==> config.mk <==
export PLATFORM = sky130hd
export DESIGN_NAME = ex_muldiv
export DESIGN_NICKNAME = d
export VERILOG_FILES = /design/src/rtl/ex_muldiv.sv
export SDC_FILE = /design/constraint.sdc
export NUM_CORES = 1
export LEC_CHECK = 0
export ABC_CLOCK_PERIOD_IN_PS = 9100
export CAP_MARGIN = 20
export CELL_PAD_IN_SITES_DETAIL_PLACEMENT = 1
export CELL_PAD_IN_SITES_GLOBAL_PLACEMENT = 1
export CORE_UTILIZATION = 45
export CTS_BUF_LIST = sky130_fd_sc_hd__clkbuf_2 sky130_fd_sc_hd__clkbuf_4 sky130_fd_sc_hd__clkbuf_8
export DETAILED_ROUTE_END_ITERATION = 10
export PLACE_DENSITY = 0.8
export SYNTH_ARGS = -nofsm -noshare
export SYNTH_HDL_FRONTEND = slang
export SYNTH_SLANG_ARGS = --single-unit
==> constraint.sdc <==
create_clock -name clk -period 9.1 [get_ports clk]
set_input_delay 1.82 -clock clk [delete_from_list [all_inputs] [get_ports clk]]
set_output_delay 1.82 -clock clk [all_outputs]
set_load 0.03 [all_outputs]
==> src/rtl/ex_muldiv.sv <==
// rtl/ex_muldiv.sv - iterative multiply/divide unit for the EX stage
//
// Executes MULT, MULTU, DIV and DIVU over WIDTH+2 cycles and writes the
// 2*WIDTH-bit result into HI/LO.
//
// Ports:
//   clk       clock, rising edge
//   rst       synchronous active-high reset
//   start     operation request, held by EX while the instruction sits there
//   op        00 MULT, 01 MULTU, 10 DIV, 11 DIVU
//   src1      multiplicand / dividend
//   src2      multiplier / divisor
//   annul     abandon the current operation (flush)
//   stallreq  combinational pipeline stall request
//   busy      registered, high while not idle
//   done      registered one-cycle pulse, hi/lo valid
//   hi        product high half or remainder
//   lo        product low half or quotient
module ex_muldiv #(
  parameter int WIDTH = 32
) (
  input  logic             clk,
  input  logic             rst,
  input  logic             start,
  input  logic [1:0]       op,
  input  logic [WIDTH-1:0] src1,
  input  logic [WIDTH-1:0] src2,
  input  logic             annul,
  output logic             stallreq,
  output logic             busy,
  output logic             done,
  output logic [WIDTH-1:0] hi,
  output logic [WIDTH-1:0] lo
);

  localparam int CW = $clog2(WIDTH) + 1;
  localparam logic [CW-1:0] LAST = CW'(WIDTH - 1);

  typedef enum logic [1:0] {
    IDLE = 2'b00,
    CALC = 2'b01,
    FIX  = 2'b10
  } state_t;

  state_t state, state_next;

  logic             is_div;
  logic             neg1;
  logic             neg2;
  logic             dbz;
  logic [CW-1:0]    cnt;
  logic [WIDTH-1:0] mag1;
  logic [WIDTH-1:0] mag2;
  // Multiply: running product. Divide: low half shifts dividend out and
  // quotient bits in.
  logic [2*WIDTH-1:0] acc;
  logic [WIDTH:0]     rem;

  // Operand conditioning at issue; only signed ops take magnitudes.
  logic             sgn1_in;
  logic             sgn2_in;
  logic [WIDTH-1:0] abs1_in;
  logic [WIDTH-1:0] abs2_in;

  assign sgn1_in = ~op[0] & src1[WIDTH-1];
  assign sgn2_in = ~op[0] & src2[WIDTH-1];
  assign abs1_in = sgn1_in ? -src1 : src1;
  assign abs2_in = sgn2_in ? -src2 : src2;

  // Shift-add step: add multiplicand to the upper half when the current
  // multiplier bit (acc[0]) is set, then shift the whole product right.
  logic [WIDTH:0]     mul_sum;
  logic [2*WIDTH-1:0] acc_mul_next;

  assign mul_sum      = {1'b0, acc[2*WIDTH-1:WIDTH]} + {1'b0, (acc[0] ? mag1 : {WIDTH{1'b0}})};
  assign acc_mul_next = {mul_sum, acc[WIDTH-1:1]};

  // Restoring step: shift in the next dividend bit and subtract the divisor
  // with one extra bit so a negative result (borrow) means "does not fit".
  logic [WIDTH+1:0] div_shift;
  logic [WIDTH+1:0] div_diff;
  logic             div_fits;

  assign div_shift = {rem, acc[WIDTH-1]};
  assign div_diff  = div_shift - {2'b00, mag2};
  assign div_fits  = ~div_diff[WIDTH+1];

  // Sign correction for the FIX edge.
  logic               sign_diff;
  logic [2*WIDTH-1:0] prod_fix;
  logic [WIDTH-1:0]   quot_fix;
  logic [WIDTH-1:0]   rem_fix;
  logic [WIDTH-1:0]   raw1;

  assign sign_diff = neg1 ^ neg2;
  assign prod_fix  = sign_diff ? -acc : acc;
  assign quot_fix  = sign_diff ? -acc[WIDTH-1:0] : acc[WIDTH-1:0];
  assign rem_fix   = neg1 ? -rem[WIDTH-1:0] : rem[WIDTH-1:0];
  assign raw1      = neg1 ? -mag1 : mag1;

  always_ff @(posedge clk) begin
    if (rst) begin
      state <= IDLE;
      busy  <= 1'b0;
    end else begin
      state <= state_next;
      busy  <= (state_next != IDLE);
    end
  end

  // A start still high during the done cycle belongs to the instruction
  // just completed, so it is neither stalled on nor accepted.
  always_comb begin
    state_next = state;
    stallreq   = 1'b0;
    case (state)
      IDLE: begin
        if (start && !done) begin
          stallreq   = 1'b1;
          state_next = CALC;
        end
      end
      CALC: begin
        stallreq = 1'b1;
        if (cnt == LAST) state_next = FIX;
      end
      FIX: begin
        stallreq   = 1'b1;
        state_next = IDLE;
      end
      default: state_next = IDLE;
    endcase
    if (annul) begin
      state_next = IDLE;
      stallreq   = 1'b0;
    end
  end

  always_ff @(posedge clk) begin
    if (rst) begin
      done   <= 1'b0;
      hi     <= '0;
      lo     <= '0;
      is_div <= 1'b0;
      neg1   <= 1'b0;
      neg2   <= 1'b0;
      dbz    <= 1'b0;
      cnt    <= '0;
      mag1   <= '0;
      mag2   <= '0;
      acc    <= '0;
      rem    <= '0;
    end else begin
      done <= 1'b0;
      if (!annul) begin
        case (state)
          IDLE: begin
            if (start && !done) begin
              is_div <= op[1];
              neg1   <= sgn1_in;
              neg2   <= sgn2_in;
              dbz    <= op[1] & (src2 == '0);
              cnt    <= '0;
              mag1   <= abs1_in;
              mag2   <= abs2_in;
              rem    <= '0;
              acc    <= {{WIDTH{1'b0}}, (op[1] ? abs1_in : abs2_in)};
            end
          end
          CALC: begin
            cnt <= cnt + CW'(1);
            if (is_div) begin
              rem            <= div_fits ? div_diff[WIDTH:0] : div_shift[WIDTH:0];
              acc[WIDTH-1:0] <= {acc[WIDTH-2:0], div_fits};
            end else begin
              acc <= acc_mul_next;
            end
          end
          FIX: begin
            done <= 1'b1;
            if (dbz) begin
              lo <= '1;
              hi <= raw1;
            end else if (is_div) begin
              lo <= quot_fix;
              hi <= rem_fix;
            end else begin
              {hi, lo} <= prod_fix;
            end
          end
          default: ;
        endcase
      end
    end
  end

endmodule

==> impl_results.md, run 1 <==
* Run status: finished, final reports clean
* Final Cycle Share at just under 60%
* Final Skew at about 0.032 ns
* Die Ht at just under 200 um
* Average size of a mapped cell at about 7.6 um^2
* Multi-input logic area at between 10000 and 15000 um^2
* WP data arrival at approximately 3.6 ns
* Die ar. at ~39000 um^2
* Total GRT Usage at about a third
* Hold Path Class: flop to flop
* Final TNS setup at 0 ns
* # port buffers at 136
* Sequential element share of the synthesized area at ~28%
* Share of the synthesized area in the top cell type at 28.0%
* Syn Nets at 2396
* Dpl cells at 2779
* Non-Filler Instances at 2861
* Post-synthesis to final-layout area growth at 15.6%
* Skew-Pair Late Insertion Delay at ~0.64 ns
* Die Wd at between 150 and 200 um
* Synth top area cells: dfxtp_1, xor2_1, xnor2_1
* Largest net degree at the start of global routing at 82
* Post-synth top area cell: dfxtp_1
* Register bit total from synthesis at 239
* DP Wirelength at 49300 um
* Max Freq at 184 MHz
* Mapped Cells at approximately 2300
* Vias/cell at 6.10
* Post-CTS Resized at 0
* Most common library cells after synthesis: nor2_1, dfxtp_1, nand2_1
* Synth async-reset ratio at 0%
* Post-CTS Hold Buffers at 0
* Sink Count at approximately 240
* Setup bufs post-CTS at 0
* Clock Tree Root: clkbuf_8
* Fillers at ~4700
* Vias in the first global route at 16970
* Final-report setup violation count at 0
* Min Tclk post-route at roughly 5.4 ns
* Initial Utilization at 45.6%
* DR vias at 17449
* CP Data Required Time at 7.28 ns
* Total routed wirelength at 65100 um
* Proportion of layout cells with a drive suffix above 1 at 6.43%
* Number of DRC violations after detailed-routing iteration 0 at 1341
* Congestion Overflow GR at 0
* Max IR drop VDD at around 0.13 mV
* Warnings from Yosys at 0
* Post-synth EDFFs at 0
* CTS tree: done
* Initial antenna violation count at 0
* CP Launch Type: input pin
* Row count at 71
* # H-tree levels at 2
* DRT antenna net count at 0
* Slew Viols, Final at 0
* RSZ-0062 raised after global routing: no
* WL/cell at 22.8 um
* Initial DRT Pass Iterations at 5
* First-pass GRT wire length at a little under 100000 um
* Top FF cell, synth: dfxtp_1
* Max Buffers Root-to-Sink at 3
* Number of max-cap violations at 0
* Rel. slew slack at 24.1%
* Worst slew pin tran at ~1.1 ns
* Total core area at 37500 um^2
* Hold Fails Final Rpt at 0
* Synth Cell Area at 17100 um^2
* Pwr/cell area at 140 nW/um^2
* Static Leak at 0.00761 uW
* Worst setup EP type: output pin
* CP Class: input pin to output pin
* # DRC at 0
* Seq. cell area at 4790 um^2
* Placer Congestion at 0.940
* Critical path peak fanout at 6
* Nets at 2464
* Post-synth cell types at 73
* Number of top-level pins at 137
* Top-count cell post-synth: nor2_1
* Num CTS Buffers at 46
* Clock slew at reported path FFs at 0.06 ns
* N_diodes at 0
==> cells by family (layout without fill, tap and decap cells) <==
kind of cell | after synthesis | after routing | share of synthesized area [%]
AO/OA/AOI/OAI | 696 | 696 | 25.9
adder cells (fa/ha/maj) | 76 | 76 | 5.65
buffers and inverters | 223 | 323 | 4.98
XOR/XNOR | 235 | 235 | 12.0
multiplexers | 62 | 62 | 3.72
AND/OR/NAND/NOR | 719 | 719 | 19.7
flip-flops | 239 | 239 | 28.0
==> area by class of cell <==
cell class / instances / share of cell area (%)
clock buffer: 63 / 4.11
clock inverter: 17 / 0.615
inverter: 81 / 1.54
multi-input combinational: 1788 / 58.3
sequential: 239 / 24.2
tap: 511 / 3.24
timing repair buffer: 162 / 7.96
==> registers in the layout, indices dropped and copies added, names as in the netlist, 2 cells and up <==
signal / count
hi: 32
cnt: 6
acc: 64
rem: 33
mag1: 32
lo: 32
mag2: 32
state: 2
==> final timing paths <==
check | startpoint | cells after the start | slack [ns] | end
max | start | 4 | 3.68 | stallreq
min | hi[9]$_SDFFE_PP0P_ | 2 | 0.44 | hi[9]$_SDFFE_PP0P_
max reg2reg | acc[31]$_SDFFE_PP0P_ | 13 | 4.68 | acc[0]$_SDFFE_PP0P_
min reg2reg | hi[9]$_SDFFE_PP0P_ | 2 | 0.44 | hi[9]$_SDFFE_PP0P_
==> power by group <==
part / switching [uW] / internal (uW) / total [uW]
Combinational: 318 / 189 / 507
Sequential: 54.6 / 1080 / 1130
Clock: 509 / 607 / 1120
==> worst max-delay path, cell delays in order <==
cell and delay (ns):
clkdlybuf4s50_1 0.48, nand3b_1 0.27, a211oi_1 0.32, clkdlybuf4s50_1 0.71
==> through the flow <==
step	cell area (um^2)	util, %	total power [uW]	hold slack (ns)	setup slack, ns
after global routing	19700	52.7	2860	0.468	3.62
final	19700	52.7	2760	0.438	3.68
after detailed placement	18800	50.1	1650	0.433	3.69
after global placement	18800	50.1	1630	0.427	3.71
after floorplan	17100	-	1460	0.436	4.50
after CTS	19700	52.6	2760	0.442	3.66
==> metal layers <==
| metal | vias up | global-route usage [%] | part of all wire [%] |
|---|---|---|---|
| met5 | - | 0 | 0 |
| met4 | 0 | 11.1 | 3.2 |
| li1 | 8194 | - | - |
| met2 | 611 | 51.9 | 45 |
| met1 | 8537 | 46.3 | 46 |
| met3 | 107 | 4.28 | 6.3 |
==> placed cells by master, fill, tap and decap left out, types with 40 or more instances in the layout <==
cell type | netlist | final
mux2i_1 | 50 | 50
ha_1 | 74 | 73
clkdlybuf4s50_1 | 0 | 134
inv_1 | 80 | 80
xnor2_1 | 109 | 107
nor3_1 | 55 | 55
xor2_1 | 126 | 125
dfxtp_1 | 239 | 237
nor2_1 | 245 | 243
a21oi_1 | 187 | 185
clkbuf_8 | 0 | 54
and2_1 | 40 | 40
nand2_1 | 201 | 201
o21ai_0 | 185 | 185
a211oi_1 | 95 | 95
No activity file was read; power rests on OpenSTA's default activity.
==> inputs of run 2 (changes only) <==
Settings changed: ABC_CLOCK_PERIOD_IN_PS 9100 to 4500, CORE_UTILIZATION 45 to 41, PLACE_DENSITY 0.8 to 0.76.
Clock period 9.1 ns to 4.5 ns, I/O delays scaled along.
==> impl_results.md, run 2 (synthesized netlist as in run 1, its figures left out) <==
* Top flop regs: acc (64), rem (33) (unchanged)
* Pwr/cell area at 290 nW/um^2 (was 140 nW/um^2)
* Number of DRC violations after detailed-routing iteration 0 at 1256 (was 1341)
* Most used cell, CP: o21ai_0 (was clkdlybuf4s50_1)
* Critical path peak fanout at 16 (was 6)
* Setup slack, reg-to-reg at 0.40 ns (was 4.68 ns)
* Post-CTS Hold Buffers at 0 (unchanged)
* Biggest register: acc (unchanged)
* CP Data Required Time at 5.00 ns (was 7.28 ns)
* Worst setup EP type: flop (was output pin)
* Internal power at 4040 uW (was 1870 uW)
* Max Buffers Root-to-Sink at 3 (unchanged)
* R2r endpoint: acc[60]$_SDFFE_PP0P_ (was acc[0]$_SDFFE_PP0P_)
* WP data arrival at 4.59 ns (was 3.60 ns)
* Worst slew pin tran at 1.09 ns (was 1.14 ns)
* # port buffers at 136 (unchanged)
* Max IR drop VDD at 0.306 mV (was 0.126 mV)
* WL/cell at 23.7 um (was 22.8 um)
* Row count at 74 (was 71)
* Worst hold stages at 2 (unchanged)
* Max reg flops at 64 (unchanged)
* Clock Tree Root: clkbuf_8 (unchanged)
* Final Cycle Share at 91.1%
* DP Wirelength at 53800 um (was 49300 um)
* Rel. slew slack at 26.5% (was 24.1%)
* Post-synthesis to final-layout area growth at 18.1% (was 15.6%)
* Vias in the first global route at 17638 (was 16970)
* N_diodes at 0 (unchanged)
* Met1 usage at 45.3% (was 46.3%)
* Flop pwr share at 38.9% (was 41.1%)
* CP Class: flop to flop (was input pin to output pin)
* Logic pwr share at 18.7% (was 18.4%)
* Total core area at 40900 um^2 (was 37500 um^2)
* Die Ht at 206 um (was 197 um)
* Worst Hold End: hi[7]$_SDFFE_PP0P_ (was hi[9]$_SDFFE_PP0P_)
* CP Launch Type: flop (was input pin)
* DRT antenna net count at 0 (unchanged)
* Total GRT Usage at 32.3% (was 33.0%)
* Nets at 2499 (was 2464)
* # DRC at 0 (unchanged)
* RSZ-0062 raised after global routing: no (unchanged)
* Switch Pwr at 1810 uW (was 882 uW)
* Hold Path Class: flop to flop (unchanged)
* Skew-Pair Late Insertion Delay at 0.64 ns (about the same)
* Hold Fails Final Rpt at 0 (unchanged)
* Post-CTS Resized at 0 (unchanged)
* Number of max-cap violations at 0 (unchanged)
* Grt met2 use at 49.9% (was 51.9%)
* First-pass GRT wire length at 105000 um (was 99400 um)
* CP max-delay cell: dfxtp_1 (was clkdlybuf4s50_1)
* Grt met3 use at 5.63% (was 4.28%)
* Most frequent cells in the layout: nor2_1, dfxtp_1, nand2_1 (unchanged)
* Final Skew at 0.0480 ns (was 0.0321 ns)
* # H-tree levels at 2 (unchanged)
* Setup bufs post-CTS at 0 (unchanged)
* Total routed wirelength at 69100 um (was 65100 um)
* Gr busiest metal: met2 (unchanged)
* Number of top-level pins at 137 (unchanged)
* Die Wd at 206 um (was 197 um)
* Crit-path max cell delay at 0.69 ns (was 0.71 ns)
* Initial DRT Pass Iterations at 5 (unchanged)
* Worst-case reg-to-reg path depth at 11 (was 13)
* DR vias at 17672 (was 17449)
* CP cell instances: and2_1 -> ha_1 -> and3_1 -> a221oi_1 -> o21ai_0 -> or3b_2 -> o31a_1 -> a221o_1 -> a41oi_1 -> xor2_1 -> o21ai_0 (was clkdlybuf4s50_1 -> nand3b_1 -> a211oi_1 -> clkdlybuf4s50_1)
* Min-Delay Startpoint: hi[7]$_SDFFE_PP0P_ (was hi[9]$_SDFFE_PP0P_)
* Die ar. at 42500 um^2 (was 38700 um^2)
* Max Freq at between 200 and 250 MHz
* Final TNS setup at 0 ns (unchanged)
* Initial Utilization at 41.7% (was 45.6%)
* Sink Count at 239 (unchanged)
* Min Tclk post-route at 4.10 ns
* Congestion Overflow GR at 0 (unchanged)
* CTS tree: done (unchanged)
* Reg2reg start: acc[0]$_SDFFE_PP0P_ (was acc[31]$_SDFFE_PP0P_)
* Net Sw Frac at 31.0% (was 32.0%)
* Largest net degree at the start of global routing at 60 (was 82)
* Vias/cell at 6.06 (was 6.10)
* Static Leak at 0.00784 uW (was 0.00761 uW)
* Final-report setup violation count at 0 (unchanged)
* Proportion of layout cells with a drive suffix above 1 at 7.80% (was 6.43%)
* Num CTS Buffers at 47 (was 46)
* Clock slew at reported path FFs at 0.06 ns (about the same)
* Commonest non-fill, non-tap cell in the layout: nor2_1 (unchanged)
* Slew Viols, Final at 0 (unchanged)
* Layout Utilization at 49.3% (was 52.7%)
* Power share of the clock group at 42.3% (was 40.5%)
* Placer Congestion at 0.968 (was 0.940)
* Run status: finished, final reports clean (unchanged)
* Initial antenna violation count at 3 (was 0)
[run 2: cell types whose count changed in the layout (fill, tap and decap cells not counted), moves of 3 or more]
| cell | delta |
|---|---|
| buf_4 | +31 |
| clkbuf_8 | +3 |
| clkbuf_4 | +8 |
| clkinv_2 | -10 |
| buf_12 | +5 |
[run 2: how the worst max path moves through the flow]
stage	startpoint	endpoint	slack, ns	depth (start not counted)
2_1_floorplan	acc[0]$_SDFFE_PP0P_	acc[60]$_SDFFE_PP0P_	0.92	13
3_3_place_gp	src2[15]	acc[28]$_SDFFE_PP0P_	0.41	12
3_5_place_dp	src2[15]	acc[29]$_SDFFE_PP0P_	0.40	12
4_1_cts	acc[0]$_SDFFE_PP0P_	acc[60]$_SDFFE_PP0P_	0.45	11
5_1_grt	acc[0]$_SDFFE_PP0P_	acc[61]$_SDFFE_PP0P_	0.21	16
6_report	acc[0]$_SDFFE_PP0P_	acc[60]$_SDFFE_PP0P_	0.40	11
[run 2: cell type report]
cell class	count	area [um^2]
Timing Repair Buffer	196	1870
Clock inverter	7	119
Tap cell	532	666
Multi-Input combinational cell	1788	11500
Sequential cell	239	4790
Fill cell	4993	20800
Inverter	81	304
Clock buffer	74	912
[run 2: per-layer routing]
metal | wire length, um | share of wire [%] | vias up
li1 | - | - | 8278
met1 | 32000 | 46 | 8707
met2 | 30400 | 44 | 570
met3 | 4790 | 6.9 | 117
met4 | 1960 | 2.8 | 0
met5 | 0 | 0 | -
[run 2: critical path: cells and delay by family (launching register included)]
family,cells,cell delay (ns)
compound gates,6,1.88
simple gates,3,0.93
flops,1,0.69
fa+ha+maj,1,0.26
xor+xnor,1,0.18
[run 2: power groups by stage]
| stage | logic (uW) | registers (uW) | clock network [uW] |
|---|---|---|---|
| after floorplan | 680 | 2270 | 0 |
| after global placement | 1040 | 2320 | 0 |
| after detailed placement | 1070 | 2320 | 0 |
| after CTS | 1070 | 2270 | 2530 |
| after global routing | 1170 | 2280 | 2610 |
| final | 1090 | 2280 | 2480 |
[run 2: per-stage QoR]
| stage | worst slack, ns | cells | hold slack (ns) | area (um^2) | total power, uW |
|---|---|---|---|---|---|
| 2_1_floorplan | 0.918 | 2250 | 0.436 | 17100 | 2950 |
| 3_3_place_gp | 0.407 | 2834 | 0.428 | 19100 | 3360 |
| 3_5_place_dp | 0.400 | 2834 | 0.437 | 19100 | 3390 |
| 4_1_cts | 0.453 | 2915 | 0.445 | 20100 | 5870 |
| 5_1_grt | 0.214 | 2917 | 0.461 | 20200 | 6060 |
| 6_report | 0.401 | 2917 | 0.441 | 20200 | 5850 |
